[src/rtl/mmio_pkg.sv]
// rtl/mmio_pkg.sv - shared constants and types for the mmio_timer block
// Purpose: bus command encodings, timer state enum, register offsets, CTRL bit positions.
// Ports: none (package).
package mmio_pkg;

  localparam logic [1:0] MNONE  = 2'b00;
  localparam logic [1:0] MREAD  = 2'b01;
  localparam logic [1:0] MWRITE = 2'b10;

  typedef enum logic [1:0] {
    ST_IDLE = 2'd0,
    ST_RUN  = 2'd1,
    ST_DONE = 2'd2
  } timer_state_e;

  localparam logic [1:0] OFF_LOAD  = 2'd0;
  localparam logic [1:0] OFF_COUNT = 2'd1;
  localparam logic [1:0] OFF_CTRL  = 2'd2;

  localparam int CTRL_START = 0;
  localparam int CTRL_STOP  = 1;
  localparam int CTRL_CLEAR = 2;

endpackage

[src/rtl/mmio_timer_tick_gen.sv]
// rtl/mmio_timer_tick_gen.sv - prescaler producing one tick every PRESCALE enabled cycles
// Purpose: counts 0..PRESCALE-1 while enabled; tick is high in the wrap cycle.
// Ports: clk, reset (async active-low), enable (count), clear (sync restart at 0), tick (comb).
module tick_gen #(
  parameter int unsigned PRESCALE = 50000
) (
  input  logic clk,
  input  logic reset,
  input  logic enable,
  input  logic clear,
  output logic tick
);

  localparam logic [15:0] LAST = 16'(PRESCALE - 1);

  logic [15:0] cnt_q;

  always_ff @(posedge clk or negedge reset) begin
    if (!reset) begin
      cnt_q <= 16'd0;
    end else if (clear) begin
      cnt_q <= 16'd0;
    end else if (enable) begin
      cnt_q <= (cnt_q == LAST) ? 16'd0 : cnt_q + 16'd1;
    end
  end

  // A restart in the same cycle suppresses the tick so the new count begins cleanly.
  assign tick = enable && !clear && (cnt_q == LAST);

endmodule

[src/rtl/mmio_timer.sv]
// rtl/mmio_timer.sv - memory-mapped countdown timer with sticky expired flag
// Purpose: LOAD/COUNT/CTRL-STATUS registers at BASE_ADDR..BASE_ADDR+2, IDLE/RUN/DONE FSM.
// Build option: define MMIO_TIMER_AUTORELOAD_EN to reload COUNT from LOAD on expiry and keep running.
// Ports: clk, reset (async active-low), mem_cmd/mem_addr/write_data (bus in),
//        read_data (comb register value), rd_hit (comb read decode), expired (registered sticky flag).
module mmio_timer
  import mmio_pkg::*;
#(
  parameter logic [8:0]  BASE_ADDR = 9'h180,
  parameter int unsigned PRESCALE  = 16'd50000
) (
  input  logic        clk,
  input  logic        reset,
  input  logic [1:0]  mem_cmd,
  input  logic [8:0]  mem_addr,
  input  logic [15:0] write_data,
  output logic [15:0] read_data,
  output logic        rd_hit,
  output logic        expired
);

`ifdef MMIO_TIMER_AUTORELOAD_EN
  localparam logic AUTORELOAD = 1'b1;
`else
  localparam logic AUTORELOAD = 1'b0;
`endif

  timer_state_e state_q, state_d;
  logic [15:0]  load_q, count_q, count_d;
  logic         expired_q, expired_d;
  logic         tick, running;

  // Offset relative to the base; modulo-512 arithmetic keeps the decode correct near 9'h1FF.
  logic [8:0] off_full;
  logic [1:0] off;
  logic       in_range, wr_hit;
  logic       start_cmd, stop_cmd, clear_cmd;

  assign off_full = mem_addr - BASE_ADDR;
  assign in_range = (off_full < 9'd3);
  assign off      = off_full[1:0];
  assign rd_hit   = in_range && (mem_cmd == MREAD);
  assign wr_hit   = in_range && (mem_cmd == MWRITE);

  assign start_cmd = wr_hit && (off == OFF_CTRL) && write_data[CTRL_START];
  assign stop_cmd  = wr_hit && (off == OFF_CTRL) && write_data[CTRL_STOP];
  assign clear_cmd = wr_hit && (off == OFF_CTRL) && write_data[CTRL_CLEAR];

  assign running = (state_q == ST_RUN);
  assign expired = expired_q;

  tick_gen #(.PRESCALE(PRESCALE)) u_tick_gen (
    .clk    (clk),
    .reset  (reset),
    .enable (running),
    .clear  (start_cmd || stop_cmd),
    .tick   (tick)
  );

  always_ff @(posedge clk or negedge reset) begin
    if (!reset) begin
      state_q   <= ST_IDLE;
      load_q    <= 16'd0;
      count_q   <= 16'd0;
      expired_q <= 1'b0;
    end else begin
      state_q   <= state_d;
      count_q   <= count_d;
      expired_q <= expired_d;
      if (wr_hit && (off == OFF_LOAD)) begin
        load_q <= write_data;
      end
    end
  end

  // Priority stop > start > tick; the clear is applied first so an expiry at the same edge wins.
  always_comb begin
    state_d   = state_q;
    count_d   = count_q;
    expired_d = expired_q;
    if (clear_cmd) begin
      expired_d = 1'b0;
    end
    if (stop_cmd) begin
      state_d = ST_IDLE;
    end else if (start_cmd) begin
      count_d = load_q;
      if (load_q == 16'd0) begin
        state_d   = ST_DONE;
        expired_d = 1'b1;
      end else begin
        state_d = ST_RUN;
      end
    end else if (running && tick) begin
      if (count_q <= 16'd1) begin
        expired_d = 1'b1;
        if (AUTORELOAD && (load_q != 16'd0)) begin
          count_d = load_q;
        end else begin
          count_d = 16'd0;
          state_d = ST_DONE;
        end
      end else begin
        count_d = count_q - 16'd1;
      end
    end
  end

  always_comb begin
    read_data = 16'h0000;
    if (rd_hit) begin
      case (off)
        OFF_LOAD:  read_data = load_q;
        OFF_COUNT: read_data = count_q;
        OFF_CTRL:  read_data = {13'b0, AUTORELOAD, expired_q, running};
        default:   read_data = 16'h0000;
      endcase
    end
  end

endmodule
[config.mk]
export PLATFORM = sky130hd
export DESIGN_NAME = mmio_timer
export DESIGN_NICKNAME = d
export VERILOG_FILES = /design/src/rtl/mmio_pkg.sv /design/src/rtl/mmio_timer_tick_gen.sv /design/src/rtl/mmio_timer.sv
export SDC_FILE = /design/constraint.sdc
export NUM_CORES = 1
export LEC_CHECK = 0
export BUFFER_PORTS_ARGS = -buffer_cell sky130_fd_sc_hd__buf_4
export CORE_AREA = 2 2 85 87
export CTS_CLUSTER_DIAMETER = 80
export DETAILED_ROUTE_END_ITERATION = 8
export DIE_AREA = 0 0 87 89
export PLACE_DENSITY = 0.75
export SLEW_MARGIN = 20
export SYNTH_ARGS = -nofsm -noshare
export SYNTH_HDL_FRONTEND = slang
export SYNTH_SLANG_ARGS = --single-unit
[constraint.sdc]
create_clock -name clk -period 5 [get_ports clk]
set_input_delay 1 -clock clk [delete_from_list [all_inputs] [get_ports clk]]
set_output_delay 1 -clock clk [all_outputs]
set_load 0.01 [all_outputs]
# After elaboration in Yosys (flattened, before gate mapping)
# Cells that the tools add are included.
# op_classes
n_eq_ne,6
n_lt_le_gt_ge,2
bitwise,1
addsub,3
n_reduce_logical,20
muxes,19
# ops
op,n
$mux 16,7
$pmux 16 s3,1
$add 16x1->16 const B,1
$eq 16x16->1 const B,1
$le 16x1->1 const B,1
$logic_not 16->1,1
$sub 16x1->16 const B,1
$logic_and 1x1->1,10
$mux 2,5
$lt 9x2->1 const B,1
$sub 9x9->9 const B,1
$eq 2x1->1 const B,3
$mux 1,6
$reduce_bool 3->1,2
$eq 2x2->1 const B,2
$reduce_and 2->1,2
$reduce_bool 2->1,2
$logic_not 2->1,1
$logic_not 1->1,1
$logic_or 1x1->1,1
$not 1->1,1
# word_totals
output_inout_bits,18
word_cells,56
ff_bits,51
inputBits,29

# Depth between registers and ports, before layout
# depth
depth_word,13
ltp_mapped,8
depth_no_buf,7

# Modules after synthesis
# A second synthesis with hierarchy kept.
# unflattened
hier_cells,366
area_unflattened_um2,3454.6
# by_module_without_submodules
module,seq_area_each_um2,area_each_um2,instances,cells_per_inst
mmio_timer,875.8,2477.4,1,263
tick_gen,400.4,977.2,1,103

# Least setup slack after synthesis
# Ideal clock, no wire load.
# synth_timing
kind,input to output
from,input mem_addr[6]
to,output read_data[10]
path_buffers,3
required_time_ps,4000
arrival_time_ps,2482
cell_stages,7
path_slack_ps,1518
path_cell_list,and3b_1 > clkbuf_1 > nand2_2 > or4b_1 > buf_2 > buf_8 > nor2_4
# synth_between
elab_chain_cells,4
# synth_lines
element,line_no,text
start: declaration,mmio_timer.sv:15,"input logic [8:0] mem_addr,"
$sub 9x9->9,mmio_timer.sv:39,assign off_full = mem_addr - BASE_ADDR;
$lt 9x2->1,mmio_timer.sv:40,assign in_range = (off_full < 9'd3);
$logic_and 1x1->1,mmio_timer.sv:42,assign rd_hit = in_range && (mem_cmd == MREAD);
$mux 16,mmio_timer.sv:111,if (rd_hit) begin
end: declaration,mmio_timer.sv:17,"output logic [15:0] read_data,"
# Every way passes these cells.

# Worst setup path in the final report
# layout_timing
from,input mem_addr[5]
to,output read_data[3]
# The elaborated chain is that of the path after synthesis.

==> impl_metrics.json <==
{
  "synth_edf_count": 0,
  "yosysMostFrequentCell": "dfrtp_1",
  "synth_area_per_cell_um2": 9.38,
  "max_clock_freq_ghz": 0.264,
  "synth_top_area_cell": "dfrtp_1",
  "start_kind": "primary input",
  "cpPeakStageDelay_ps": 500,
  "hp-start": "u_tick_gen.cnt_q[1]",
  "tritoncts": "done",
  "grt_pass1_vias": 3147,
  "die_area_um2": 7740,
  "grt_start_max_net_pins": 52,
  "io_buffers": 46,
  "pwr_density_cell_nw_per_um2": 192,
  "rsz0062_at_grt": "no",
  "drtIter0Drc": 328,
  "path_clk_slew_ps": 100,
  "min_period_ps": 3790,
  "path_cells": "buf_4 -> nor4_4 -> nand2_2 -> or4b_1 -> buf_4 -> nor2_1 -> buf_4",
  "hold_path_class": "flop to flop",
  "dp_hpwl_mm": 6.86,
  "fin_crit_sh_pct": 75.9,
  "gp_congestion": 0.932,
  "viasPerCell": 6.68,
  "max-clock-path-buffers": 2,
  "tns_ps": 0,
  "ys_types": 68,
  "post_cts_buffers": 0,
  "cp_common_cell": "buf_4",
  "ys_async_sr_fraction_pct": 100,
  "drive_gt1_share_pct": 23.7,
  "std_cell_rows": 30,
  "multi_input_area_um2": 2230,
  "syn_area_um2": 3680,
  "post-route-util_pct": 61.3,
  "yosys_warnings": 0,
  "cts_root_buffer": "clkbuf_8",
  "drv_slew": 0,
  "ant_nets": 0,
  "vdd_ir_drop_max_mv": 0.104,
  "remaining_drc_errors": 0,
  "r2r_start": "u_tick_gen.cnt_q[0]",
  "dr.pass1.iters": 6,
  "synth_flop_cell": "dfrtp_1",
  "wl_per_cell_um": 19.2,
  "cts_resized": 0,
  "fillCellCount": 590,
  "ctsHtreeMaxLevel": 2,
  "status": "finished, final reports clean",
  "final-hold-violation-count": 0,
  "worst_path_max_delay_cell": "nor4_4",
  "power_leakage_nw": 1.69,
  "cts_buffers": 5,
  "worstMarginPinSlew_ps": 974,
  "start_util_pct": 54.7,
  "grt_util_all_layers_pct": 25.7,
  "critPathArrivalTime_ps": 2790,
  "diodes": 0,
  "critPathKind": "primary input to output port",
  "hold_buffers": 0,
  "clkLatencyLatePin_ps": 310,
  "grt_pass1_wl_mm": 15.8,
  "drt_wl_total_mm": 9.64,
  "finalClockSkew_ps": 10.4,
  "layout.nets": 453,
  "ys_seq_elements": 51,
  "chipWidth_um": 87,
  "worstPathMaxFanout": 14,
  "maxCapViolCount": 0,
  "syn_to_final_growth_pct": 12.0,
  "synth_common_cells": "51 x dfrtp_1, 33 x nor2_1, 30 x nand2_1",
  "grt_overflow": 0,
  "syn_nets": 424,
  "synth.area.top_cells": "dfrtp_1 35%, mux2_2 4.6%, mux2i_1 4.4%",
  "critPathBufInv": 3,
  "crit_path_start": "mem_addr[5]",
  "die_height_um": 89,
  "ios": 47,
  "core_area_um2": 6720,
  "slew_headroom_pct": 34.9,
  "critPathCaptureType": "output port",
  "cts_sinks": 51,
  "vias": 3351,
  "crit_family": "simple AND/OR/NAND/NOR gates",
  "antenna_found_initial": 0,
  "postSynthCellCount": 392,
  "seq_area_um2": 1280,
  "required_ps": 4000,
  "seq_area_frac_synth_pct": 34.7,
  "finalSetupViolations": 0,
  "synth.top_cell.area_share_pct": 34.7
}
==> metal layers <==
metal / track usage, % / share of wire (%)
met1: 36.8 / 44
met2: 40.6 / 46
met3: 3.14 / 7.8
met4: 8.24 / 2.1
met5: 0 / 0
==> kinds of logic after synthesis <==
| group | share of synthesized area, % |
|---|---|
| fa+ha+maj | 1.02 |
| compound gates | 17.1 |
| flops | 34.7 |
| simple gates | 30.3 |
| buf+inv | 4.90 |
| xor+xnor | 2.38 |
| mux | 9.56 |
==> registers in the layout, indices dropped and copies added, names as in the netlist <==
name              flops
expired               1
u_tick_gen.cnt_q     16
load_q               16
count_q              16
state_q               2
==> path summary, 6_finish.rpt <==
path	to	slack, ps	cells after the start
setup / recovery	read_data[3]	1210	7
hold / removal	u_tick_gen.cnt_q[1]	560	2
setup reg to reg	count_q[3]	2330	6
hold reg to reg	u_tick_gen.cnt_q[1]	560	2
max in group asynchronous	count_q[5]	3860	1
min in group asynchronous	u_tick_gen.cnt_q[13]	690	1
==> cell usage in the layout, fill, tap and decap left out, types with 5 or more instances in the layout <==
cell      count
nor2_4       10
nand3_1      14
nand4_1       6
mux2_2       15
o21ai_0      12
dfrtp_1      51
xnor2_1       8
nor3_1        8
and2_1        5
inv_1        12
nor4_1       12
and4_1        7
a22oi_1       7
o211ai_1      6
a211oi_1     10
buf_4        47
and3_1        6
a21oi_1      10
nand2_1      30
mux2i_1      16
nor2_1       33
clkbuf_8      6
==> through the flow <==
stage / total power, mW / std cells / setup slack (ps) / hold WS [ps] / instance area [um2]
final: 0.792 / 502 / 1210 / 556 / 4120
after global routing: 0.821 / 502 / 1090 / 582 / 4120
after CTS: 0.795 / 502 / 1180 / 551 / 4110
after detailed placement: 0.497 / 494 / 1190 / 533 / 3990
after global placement: 0.495 / 494 / 1240 / 523 / 3990
after floorplan: 0.464 / 392 / 1520 / 496 / 3680
==> layout make-up <==
cell class | count | area share [%]
multi-input cells | 304 | 54.1
well taps | 80 | 2.43
inverters | 12 | 1.09
clock inverters | 2 | 0.851
clock buffers | 6 | 2.01
flip-flops and latches | 51 | 31.0
repair buffers | 47 | 8.57
==> worst register-to-register path: cells and delay by family, from the launching register on <==
kind / cells / cell delay, ps
adders and majority gates: 1 / 200
AOI/OAI and AO/OA: 2 / 520
and+or+nand+nor: 3 / 1430
DFF: 1 / 410
==> power breakdown <==
part	leakage [nW]	internal, mW	switching, mW
sequential	0.635	0.416	0.00606
combinational	0.993	0.0285	0.0378
clock	0.0612	0.162	0.141
(Power assumes the default switching activity.)
